File: config.mk
export PLATFORM = sky130hd
export DESIGN_NAME = cpu_flat
export DESIGN_NICKNAME = d
export VERILOG_FILES = /design/src/rtl/td4_pkg.sv /design/src/rtl/cpu_if.sv /design/src/rtl/cpu_decode.sv /design/src/rtl/cpu.sv /design/src/flat_wrapper.sv
export SDC_FILE = /design/constraint.sdc
export NUM_CORES = 1
export LEC_CHECK = 0
export CAP_MARGIN = 20
export CORE_MARGIN = 10
export CORE_UTILIZATION = 44
export DETAILED_ROUTE_END_ITERATION = 10
export PLACE_DENSITY_LB_ADDON = 0.15
export RECOVER_POWER = 25
export SETUP_SLACK_MARGIN = 0.05
export SYNTH_ARGS = -nofsm -noshare
export SYNTH_HDL_FRONTEND = slang
export SYNTH_SLANG_ARGS = --single-unit
File: constraint.sdc
create_clock -name clk -period 1.6 [get_ports clk]
set_input_delay 0.32 -clock clk [delete_from_list [all_inputs] [get_ports clk]]
set_output_delay 0.32 -clock clk [all_outputs]
set_load 0.02 [all_outputs]
File: src/rtl/td4_pkg.sv
// Shared types and opcode map for the 4-bit TD4-class core.
// Consumed by the decoder, the core and its bus interface.
package td4_pkg;

  typedef logic [3:0] word_t;
  typedef logic [7:0] instr_t;

  localparam logic [3:0] OP_ADD_A  = 4'b0000;
  localparam logic [3:0] OP_MOV_AB = 4'b0001;
  localparam logic [3:0] OP_IN_A   = 4'b0010;
  localparam logic [3:0] OP_MOV_A  = 4'b0011;
  localparam logic [3:0] OP_MOV_BA = 4'b0100;
  localparam logic [3:0] OP_ADD_B  = 4'b0101;
  localparam logic [3:0] OP_IN_B   = 4'b0110;
  localparam logic [3:0] OP_MOV_B  = 4'b0111;
  localparam logic [3:0] OP_OUT_B  = 4'b1001;
  localparam logic [3:0] OP_OUT_IM = 4'b1011;
  localparam logic [3:0] OP_JNC    = 4'b1110;
  localparam logic [3:0] OP_JMP    = 4'b1111;

  typedef enum logic [1:0] {
    SRC_A    = 2'd0,
    SRC_B    = 2'd1,
    SRC_IN   = 2'd2,
    SRC_ZERO = 2'd3
  } alu_src_e;

  typedef struct packed {
    logic     we_a;
    logic     we_b;
    logic     we_out;
    logic     ld_pc;
    alu_src_e src;
    logic     use_im;
    logic     c_add;
  } ctrl_t;

endpackage

File: src/rtl/cpu_if.sv
// ROM / board-side port bundle of the core: program address, instruction,
// input switches and output LEDs.
interface cpu_if;
  import td4_pkg::*;

  word_t  address;
  instr_t instr;
  word_t  in;
  word_t  out;

  modport master (output address, output out, input instr, input in);
  modport slave  (input address, input out, output instr, output in);
endinterface

File: src/rtl/cpu_decode.sv
// Combinational decode of opcode and carry into write enables, ALU source
// select, immediate gating and carry-write select.
module cpu_decode
  import td4_pkg::*;
(
  input  logic [3:0] i_opcode,
  input  logic       i_c,
  output ctrl_t      o_ctrl
);

  always_comb begin
    o_ctrl        = '0;
    o_ctrl.src    = SRC_ZERO;
    case (i_opcode)
      OP_ADD_A:  begin o_ctrl.we_a = 1'b1; o_ctrl.src = SRC_A; o_ctrl.use_im = 1'b1; o_ctrl.c_add = 1'b1; end
      OP_MOV_AB: begin o_ctrl.we_a = 1'b1; o_ctrl.src = SRC_B; end
      OP_IN_A:   begin o_ctrl.we_a = 1'b1; o_ctrl.src = SRC_IN; end
      OP_MOV_A:  begin o_ctrl.we_a = 1'b1; o_ctrl.use_im = 1'b1; end
      OP_MOV_BA: begin o_ctrl.we_b = 1'b1; o_ctrl.src = SRC_A; end
      OP_ADD_B:  begin o_ctrl.we_b = 1'b1; o_ctrl.src = SRC_B; o_ctrl.use_im = 1'b1; o_ctrl.c_add = 1'b1; end
      OP_IN_B:   begin o_ctrl.we_b = 1'b1; o_ctrl.src = SRC_IN; end
      OP_MOV_B:  begin o_ctrl.we_b = 1'b1; o_ctrl.use_im = 1'b1; end
      OP_OUT_B:  begin o_ctrl.we_out = 1'b1; o_ctrl.src = SRC_B; end
      OP_OUT_IM: begin o_ctrl.we_out = 1'b1; o_ctrl.use_im = 1'b1; end
      // JNC sees the carry left by the previous instruction only
      OP_JNC:    begin o_ctrl.ld_pc = ~i_c; o_ctrl.use_im = 1'b1; end
      OP_JMP:    begin o_ctrl.ld_pc = 1'b1; o_ctrl.use_im = 1'b1; end
      default:   ;
    endcase
  end

endmodule

File: src/rtl/cpu.sv
// Single-cycle 4-bit core: registers, shared adder (also used as the move
// path) and PC incrementer; one instruction retires per rising edge.
module cpu
  import td4_pkg::*;
(
  input  logic     clk,
  input  logic     n_reset,
  cpu_if.master    bus
);

  word_t r_a, r_b, r_out, r_pc;
  logic  r_c;

  ctrl_t      w_ctrl;
  word_t      w_src;
  word_t      w_im;
  logic [4:0] w_sum;

  cpu_decode u_decode (
    .i_opcode (bus.instr[7:4]),
    .i_c      (r_c),
    .o_ctrl   (w_ctrl)
  );

  always_comb begin
    w_src = '0;
    case (w_ctrl.src)
      SRC_A:   w_src = r_a;
      SRC_B:   w_src = r_b;
      SRC_IN:  w_src = bus.in;
      default: w_src = '0;
    endcase
  end

  // Moves pass through the adder with a zero operand, so every write uses w_sum
  assign w_im  = w_ctrl.use_im ? bus.instr[3:0] : 4'd0;
  assign w_sum = {1'b0, w_src} + {1'b0, w_im};

  always_ff @(posedge clk or negedge n_reset) begin
    if (!n_reset) begin
      r_a   <= '0;
      r_b   <= '0;
      r_out <= '0;
      r_pc  <= '0;
      r_c   <= 1'b0;
    end else begin
      if (w_ctrl.we_a)   r_a   <= w_sum[3:0];
      if (w_ctrl.we_b)   r_b   <= w_sum[3:0];
      if (w_ctrl.we_out) r_out <= w_sum[3:0];
      r_c  <= w_ctrl.c_add & w_sum[4];
      r_pc <= w_ctrl.ld_pc ? w_sum[3:0] : r_pc + 4'd1;
    end
  end

  assign bus.address = r_pc;
  assign bus.out     = r_out;

endmodule

File: src/flat_wrapper.sv
// flat-port wrapper written by rule: the top's interface ports become plain ports
module cpu_flat import td4_pkg::*;
  (clk, n_reset, bus_address, bus_out, bus_instr, bus_in);
  cpu_if bus_i ();
  input  logic clk;
  input  logic n_reset;
  output wire logic [$bits(bus_i.address)-1:0] bus_address;
  output wire logic [$bits(bus_i.out)-1:0] bus_out;
  input wire logic [$bits(bus_i.instr)-1:0] bus_instr;
  input wire logic [$bits(bus_i.in)-1:0] bus_in;
  assign bus_address = bus_i.address;
  assign bus_out = bus_i.out;
  assign bus_i.instr = bus_instr;
  assign bus_i.in = bus_in;
  cpu u_core (.clk(clk), .n_reset(n_reset), .bus(bus_i));
endmodule
## Word level (Yosys, flattened, before mapping)

Index checks and enable logic that the tools add are counted.

- Logic and storage cells: 42
- Output and inout bits: 8
- Bits in registers: 17

- Bitwise gates (word level): 2
- Eq/ne operators: 13
- Add/sub/neg operators: 2
- Reduce and logical (&&, ||, !) cells: 10
- Muxes and demuxes: 10

Operator list:

| kind | count |
|---|---|
| 4-bit by 3-bit equality test with 1-bit output, second input constant | 4 |
| 4-bit equality test, second input constant | 4 |
| 4-bit case mux with 3 select lines | 1 |
| 4-bit by 2-bit equality test with 1-bit output, second input constant | 2 |
| 4-bit two-way mux | 2 |
| 2-bit OR reduction | 4 |
| 4-bit OR reduction | 2 |
| 7-bit OR reduction | 1 |
| 2-bit case mux with 3 select lines | 1 |
| 4-bit by 4-bit adder with 5-bit output | 1 |
| 1-bit two-way mux | 5 |
| 4-bit by 1-bit adder with 4-bit output, second input constant | 1 |
| 4-bit by 1-bit equality test with 1-bit output, second input constant | 1 |
| 4-bit zero test | 1 |
| 3-bit OR reduction | 1 |
| 2-bit by 1-bit equality test with 1-bit output, second input constant | 1 |
| 2-bit equality test, second input constant | 1 |
| 2-bit zero test | 1 |
| 1-bit case mux with 2 select lines | 1 |
| 1-bit bitwise AND | 1 |
| 1-bit NOT | 1 |

## Longest topological paths before layout

- Depth after elaboration: 7
- Depth in mapped cells: 10

## By module

A second synthesis with hierarchy kept.

- Cells, all modules: 101
- Area total of the unflattened synthesis: 1009.7 um^2

By module, submodules not included:

| module | cells an instance | seq. area each (um^2) | area an instance (um^2) | instances |
|---|---|---|---|---|
| cpu | 83 | 425.4 | 925.9 | 1 |
| cpu_decode | 18 | 0.0 | 83.8 | 1 |

## Worst setup path before layout

OpenSTA, ideal clock, no wires.

- Kind: input to register
- From: input port bus_instr[7]
- To: register u_core.r_out[3] (netlist: u_core.bus.out[3])
- Stages on the path: 10
- Buffers on the path: 1
- Required time: 1.467 ns
- Setup slack: -0.508 ns
- Data arrival time: 1.975 ns
- Cells stage by stage: buf_6 > or2_4 > o22ai_2 > a21oi_2 > and2_1 > ha_1 > a21o_1 > a21oi_1 > xor2_1 > o21ai_0

- Cells in the longest elaborated chain, start to end: 6
- Elaborated cells on any way between the ends: 26

RTL lines:

| what | line | text |
|---|---|---|
| from (decl) | flat_wrapper.sv:9 | `input wire logic [$bits(bus_i.instr)-1:0] bus_instr;` |
| 4-bit equality test (tied with other cells) | cpu_decode.sv:14 | `case (i_opcode)` |
| 3-bit OR reduction (no line) / 2-bit OR reduction (equally long branches) | - |  |
| 2-bit case mux with 3 select lines | cpu_decode.sv:14 |  |
| 2-bit equality test (tied with other cells) | cpu.sv:27 | `case (w_ctrl.src)` |
| 4-bit case mux with 3 select lines | cpu.sv:27 |  |
| 4-bit by 4-bit adder with 5-bit output | cpu.sv:37 | `assign w_sum = {1'b0, w_src} + {1'b0, w_im};` |
| to (signal assigned) | cpu.sv:49 | `if (w_ctrl.we_out) r_out <= w_sum[3:0];` |
| to (decl) | cpu.sv:11 | `word_t r_a, r_b, r_out, r_pc;` |

Several ways; a longest one is shown, not always the timed one.
A chain may end at the register's enable or synchronous reset.

## Final worst setup path

- From: input port bus_in[0]
- To: register u_core.r_a[3]

- Cells in the longest elaborated chain, start to end: 2

RTL lines:

| what | line | text |
|---|---|---|
| from (decl) | flat_wrapper.sv:10 | `input wire logic [$bits(bus_i.in)-1:0] bus_in;` |
| 4-bit case mux with 3 select lines | cpu.sv:27 |  |
| 4-bit by 4-bit adder with 5-bit output | cpu.sv:37 |  |
| to (signal assigned) | cpu.sv:47 | `if (w_ctrl.we_a) r_a <= w_sum[3:0];` |
| to (decl) | cpu.sv:11 |  |

No other way between the ends.

==> impl_metrics.yaml <==
job:
  maxCapViolCount: 0
floorplan:
  die_w_um: 67.34
  fp.coreArea_mm2: 0.002170
  chipHeight_um: 67.34
  rows: 17
  ios: 22
  start_util_pct: 45.44
  dieArea_mm2: 0.004534
clock_network:
  cts_buffers: 3
  clk_path_buf_depth: 2
  cts_root_buf: "clkbuf_4"
  htreeDepth: 1
  clkSinkCount: 17
  hold_buffers: 0
  cts_tree: "done"
  cts.clk_slew.worst_paths_ns: 0.10
  insertion_delay_ns: 0.30
logic_synthesis:
  syn-mean-instance-area_um2: 10.95
  syn_inst: 90
  ys_seq_elements: 17
  syn_nets: 110
  syn_area_um2: 985.9
  yosys_warnings: 0
  synth_edf_count: 0
  synth.distinct_cells: 26
  synth-seq-area-share_pct: 43.15
  synth_top_area_share_pct: 43.15
  synthArstFlopShare_pct: 100.0
  synth_top_area_cell: "dfrtp_1"
  ys.flop_type: "dfrtp_1"
  synthTopCellsByArea: "dfrtp_1 43%, mux2_2 6.9%, ha_1 6.3%, mux2i_1 5.1%, o21ai_0 5.1%"
sta:
  rsz0062_at_grt: "yes"
  whs_ns: 0.4200
  fin_ws_ns: -0.2203
  fmax_mhz: 549.4
  timing.final.crit_share_pct: 113.8
  worst_pin_slew_ns: 0.9249
  hold_viol: 0
  min_period_ns: 1.820
  final_max_slew_viol_count: 0
  slew_headroom_pct: 38.34
  finClkSkew_ns: 0.004250
  setup_viol: 13
layout:
  area_growth_pct: 56.85
  fill_cells: 169
  drive_gt1_share_pct: 44.12
  final_nets: 157
  n_antenna_cell: 0
  stdcell_count: 164
run_status:
  status: "finished with violations"
  violations: "setup timing"
global_routing:
  antenna_found_initial: 0
  grt_usage_pct: 13.13
  grt_pass1_wl_um: 4609
  grt_max_degree: 18
  grt-ovfl-total: 0
  grt_pass1_vias: 915
drt:
  drt-total-wl_um: 2769
  drt_iter0_markers: 35
  dr.pass1.iters: 4
  vias_per_cell: 5.006
  wl_per_cell_um: 16.88
  vias: 821
  drc: 0
  ant_nets: 0
placement:
  dp_hpwl_um: 1898
  dp.cells: 153
  pre_cts_ws_ns: -1.010
  gp_congestion: 0.7876
  portBuffers: 21
critical_path:
  r2r_slack_ns: -0.18
  slowest_stage: "clkdlybuf4s50_1"
  r2r_start: "u_core.r_a[0]"
  path_cells: "clkdlybuf4s50_1, mux2i_2, o21ai_2, ha_4, buf_6, a21o_1, a21oi_2, xor2_1, buf_4, o31ai_4"
  critPathKind: "input port to register"
  reg2reg_depth: 9
  worstReg2RegEnd: "u_core.r_a[3]"
  crit_path_start_kind: "input port"
  max_stage_delay_ns: 0.41
  cp.required_ns: 1.77
  critical_path.max_fanout: 4
  critPathArrivalTime_ns: 1.99
  cp-startpoint: "bus_in[0]"
  end_kind: "register"
  crit_end: "u_core.r_a[3]"
pwr:
  vdd_drop_max_mv: 0.8597
  powerDensity_mw_per_mm2: 1057
  leakagePower_uw: 0.0007284
worst_hold_path:
  hold_class: "input port to register"
==> placed cells by master, fill, tap and decap left out, types with 4 or more instances in the layout <==
master,n
dfrtp_1,17
buf_4,16
nand2_1,9
buf_6,8
dlygate4sd2_1,8
clkdlybuf4s50_1,7
mux2i_1,4
o21ai_2,4
xor2_1,4
mux2_2,4
==> worst max-delay path: cells and delay by family <==
family                     cells  cell delay (ns)
buffers and inverters          3             0.70
AOI/OAI and AO/OA              4             0.46
muxes                          1             0.20
adders and majority gates      1             0.17
xor gates and xnor gates       1             0.15
==> worst min path at each step <==
| stage | startpoint | end | slack, ns | cells past startpoint |
|---|---|---|---|---|
| CTS | n_reset | u_core.bus.address[1] | 0.33 | 2 |
| floorplan | n_reset | u_core.bus.address[0] | 0.02 | 0 |
| global route | bus_instr[5] | u_core.r_c | 0.42 | 4 |
| finish | bus_instr[5] | u_core.r_c | 0.42 | 4 |
| detailed placement | u_core.bus.out[3] | u_core.bus.out[3] | 0.48 | 2 |
| global placement | u_core.bus.out[2] | u_core.bus.out[2] | 0.47 | 2 |
==> registers in the layout (all words and copies together), names as in the netlist <==
signal              flops
u_core.bus.address      4
u_core.r_a              4
u_core.bus.out          4
u_core.r_c              1
u_core.r_b              4
==> through the flow <==
step | power [uW] | cell area (um2) | utilization, % | TNS (ns)
final | 1635 | 1546 | 71.28 | -2.467
after global routing | 1744 | 1546 | 71.28 | -2.780
after CTS | 1631 | 1510 | 69.61 | -2.230
after floorplan | 1052 | 1032 | - | -4.749
after global placement | 1363 | 1368 | 63.03 | -13.43
after detailed placement | 1379 | 1368 | 63.03 | -14.22
==> cells in the mapped netlist, types with 2 or more instances <==
master and n:
dfrtp_1 17, o21ai_0 10, nand2_1 9, mux2_2 6, ha_1 5, mux2i_1 5, xor2_1 5, a21oi_1 4
and2_1 4, buf_6 3, inv_1 3, nor2_1 3, a21o_1 2, nand3_1 2
==> metal layers <==
metal | vias to the layer above | part of all wire, % | track usage [%]
met3 | 0 | 5.1 | 4.628
li1 | 410 | - | -
met5 | - | 0 | 0
met4 | 0 | 0 | 1.795
met2 | 16 | 55 | 23.82
met1 | 395 | 40 | 14.78
==> cells by family (layout without fill, tap and decap cells) <==
group | Yosys count | in the layout | share of synthesized area, %
AO/OA/AOI/OAI | 21 | 21 | 14.47
multiplexers | 12 | 12 | 13.07
buffers and inverters | 6 | 52 | 4.568
flip-flops | 17 | 17 | 43.15
AND/OR/NAND/NOR | 22 | 22 | 11.04
adder cells (fa/ha/maj) | 6 | 6 | 8.376
XOR/XNOR | 6 | 6 | 5.330
==> power by group <==
part | leakage [uW] | total, uW | switching, uW | internal (uW)
logic | 0.000503 | 747 | 370 | 378
clock network | 0.0000139 | 240 | 145 | 95.3
registers | 0.000212 | 647 | 86.3 | 561
==> area by class of cell <==
| cell class | instances | area [um2] | area share (%) |
|---|---|---|---|
| flip-flops and latches | 17 | 425.4 | 27.51 |
| inverters | 3 | 11.26 | 0.7282 |
| clock inverters | 1 | 7.507 | 0.4854 |
| clock buffers | 3 | 22.52 | 1.456 |
| well taps | 28 | 35.03 | 2.265 |
| repair buffers | 45 | 411.6 | 26.62 |
| multi-input cells | 67 | 633.1 | 40.94 |
==> what timing repair did <==
| item | 4_1_cts | 5_1_grt |
|---|---|---|
| gates resized for setup | 48 | 10 |
| setup endpoints to repair | 25 | 13 |
| buffers inserted | 6 | 1 |
| pin swaps | 19 | 11 |
Power figures use the tool's default switching activity.
==> RTL edit (config.mk and constraints unchanged) <==
Reset style: synchronous (`n_reset`), changed in one clocked block.
--- a/src/rtl/cpu.sv
+++ b/src/rtl/cpu.sv
@@ -38,3 +38,3 @@
 
-  always_ff @(posedge clk or negedge n_reset) begin
+  always_ff @(posedge clk) begin
     if (!n_reset) begin
Check against the original RTL: differs if n_reset is asserted again (counterexample within 4 cycles, from zero or initial values and one cycle with n_reset low); with n_reset held inactive, the same outputs for 10 cycles.
==> RTL edit against the unedited design <==
Cell area is 0.73% higher; worst setup slack worse by 0.14 ns; the flow still finishes with violations (negative setup slack); routed wire length is 2.8% higher; die area is 0.36% higher; sequential cell count stayed put; area after synthesis is 0.51% higher; critical endpoint is now u_core.bus.out[2]$_SDFFE_PN0P_; synthesized cell count is 27% higher; largest cell class unchanged; first-iteration DRC count is 34% lower.
Power is not compared: it rests on default switching activity, and its combinational part moved more than twofold at a synthesized area within 25%.
==> RTL edit: results (changes against the unedited design) <==
INFO  metric via_count = 940 (+14%)
INFO  metric postSynth.asyncResetShare = 0% (-100 points)
INFO  metric placed_area = 1360 um^2 (-0.64%)
INFO  metric path_delay_family = adder cells
INFO  metric worst_path_largest_cell_delay = 0.38 ns (-0.03 ns)
INFO  metric yosysSeqAreaShare = 34.3% (-8.8 points)
INFO  metric timing.rr.end = u_core.bus.address[3]$_SDFF_PN0_
INFO  metric hpwl = 1980 um (+4.5%)
INFO  metric crit_fanout = 5 (+1)
INFO  metric most_instantiated_cells_after_synthesis = 17 x sky130_fd_sc_hd__dfxtp_1, 17 x sky130_fd_sc_hd__nand2_1, 8 x sky130_fd_sc_hd__mux2i_1, 8 x sky130_fd_sc_hd__nor2_1, 7 x sky130_fd_sc_hd__o21ai_0
INFO  metric timing.reg2reg.setup_slack = -0.20 ns (-0.02 ns)
INFO  metric syn-num-nets = 134 (+22%)
INFO  metric nFillCells = 181 (+7.1%)
INFO  metric place_ws = -1.07 ns (-0.0647 ns)
INFO  metric drt_first_iter_violations = 23 (-34%)
INFO  metric hold_path.startpoint = bus_instr[7]
INFO  metric layout-drive-gt1-share = 40.4% (-3.7 points)
INFO  metric yosys_most_used_dff = sky130_fd_sc_hd__dfxtp_1
INFO  metric reg2reg_depth = 8 (-1)
INFO  metric finish.net_count = 182 (+16%)
INFO  metric grt_first_pass_wirelength = 4300 um (-6.7%)
INFO  metric final.hold.worst_slack = 0.455 ns (+0.0350 ns)
INFO  metric failed_checks = negative setup slack
INFO  metric finalWeightedCongestion = 0.836 (+6.1%)
INFO  metric class_of_the_most_critical_hold_timing_path = primary input to register
INFO  metric routedWlPerCell = 15.1 um (-11%)
INFO  metric grt_pass1_vias = 906 (-0.98%)
INFO  metric cp_data_arrival_time = 2.15 ns (+0.16 ns)
INFO  metric grt_max_degree = 12 (-6)
INFO  metric synthesis.instances = 114 (+27%)
INFO  metric worst_r2r_startpoint = u_core.r_a[1]$_SDFFE_PN0P_
INFO  metric grt_util_all_layers = 12.1% (-1.0 points)
INFO  metric timing.setup.tns = -3.96 ns (-1.49 ns)
INFO  metric setup-violations-final = 13 (unchanged)
INFO  metric routed_wl = 2850 um (+2.8%)
INFO  metric outcome = finished with violations
INFO  metric clock-skew-final = 0.00572 ns (+0.00147 ns)
INFO  metric crit_start_category = primary input
INFO  metric ys_top_cells_by_area = sky130_fd_sc_hd__dfxtp_1 34%, sky130_fd_sc_hd__mux2i_1 8.1%, sky130_fd_sc_hd__nand2_1 6.4%, sky130_fd_sc_hd__ha_1 6.3%, sky130_fd_sc_hd__o21ai_0 3.5%
INFO  metric cp_slowest_cell = sky130_fd_sc_hd__fa_2
INFO  metric place_inst = 174 (+14%)
INFO  metric least_setup_slack_across_all_paths_after_layout = -0.358 ns (-0.137 ns)
INFO  metric cts-root-buf = sky130_fd_sc_hd__clkbuf_4
==> RTL edit: cell families after synthesis <==
family          synth area share, %
simple gates                   18.4
flops                          34.3
mux                            8.08
fa+ha+maj                      8.33
buf+inv                        5.93
compound gates                 20.5
xor+xnor                       4.42
==> RTL edit: area by class of cell <==
type | count | area [um^2] | share of cell area [%]
tap | 28 | 35.0 | 2.25
inverter | 7 | 26.3 | 1.69
timing repair buffer | 48 | 419 | 26.9
multi-input combinational | 85 | 707 | 45.4
clock inverter | 1 | 7.51 | 0.482
sequential | 17 | 340 | 21.8
clock buffer | 3 | 22.5 | 1.45
==> RTL edit: worst max-delay path by stage <==
stage | startpoint | endpoint | slack, ns | depth (start not counted)
CTS | bus_instr[4] | u_core.bus.out[2]$_SDFFE_PN0P_ | -0.32 | 12
floorplan | bus_instr[7] | u_core.bus.address[1]$_SDFF_PN0_ | -0.44 | 10
finish | bus_instr[4] | u_core.bus.out[2]$_SDFFE_PN0P_ | -0.36 | 12
global placement | bus_instr[4] | u_core.bus.address[1]$_SDFF_PN0_ | -1.01 | 10
detailed placement | bus_instr[4] | u_core.bus.address[1]$_SDFF_PN0_ | -1.07 | 10
global route | bus_instr[4] | u_core.r_b[2]$_SDFFE_PN0P_ | -0.46 | 12
==> RTL edit: power groups by stage <==
stage,Sequential [mW],Clock [mW],Combinational (mW)
global placement,0.473,0,0.281
floorplan,0.487,0,0.153
CTS,0.464,0.249,0.318
detailed placement,0.474,0,0.286
global route,0.468,0.266,0.392
finish,0.464,0.247,0.366
==> RTL edit: worst register-to-register path, stage by stage (launching register included) <==
cell	delay, ns
sky130_fd_sc_hd__dfxtp_1	0.33
sky130_fd_sc_hd__mux2i_2	0.22
sky130_fd_sc_hd__o21ai_1	0.11
sky130_fd_sc_hd__ha_1	0.28
sky130_fd_sc_hd__a21o_1	0.20
sky130_fd_sc_hd__a21oi_2	0.16
sky130_fd_sc_hd__xor2_2	0.08
sky130_fd_sc_hd__buf_6	0.13
sky130_fd_sc_hd__a221oi_2	0.22
==> RTL edit: layer usage <==
layer  track usage [%]  vias to the layer above  part of all wire, %
li1                  -                      483                    -
met1              14.1                      436                   43
met2              21.4                       17                   51
met3              4.13                        4                  4.1
met4              1.54                        0                  1.9
met5                 0                        -                    0
==> RTL edit: what timing repair did <==
action                     in CTS  in global routing
pin swaps                      15                 10
setup endpoints to repair      25                 14
gates resized for setup        40                 13
buffers inserted                7                  4
hold buffers                    0                  0
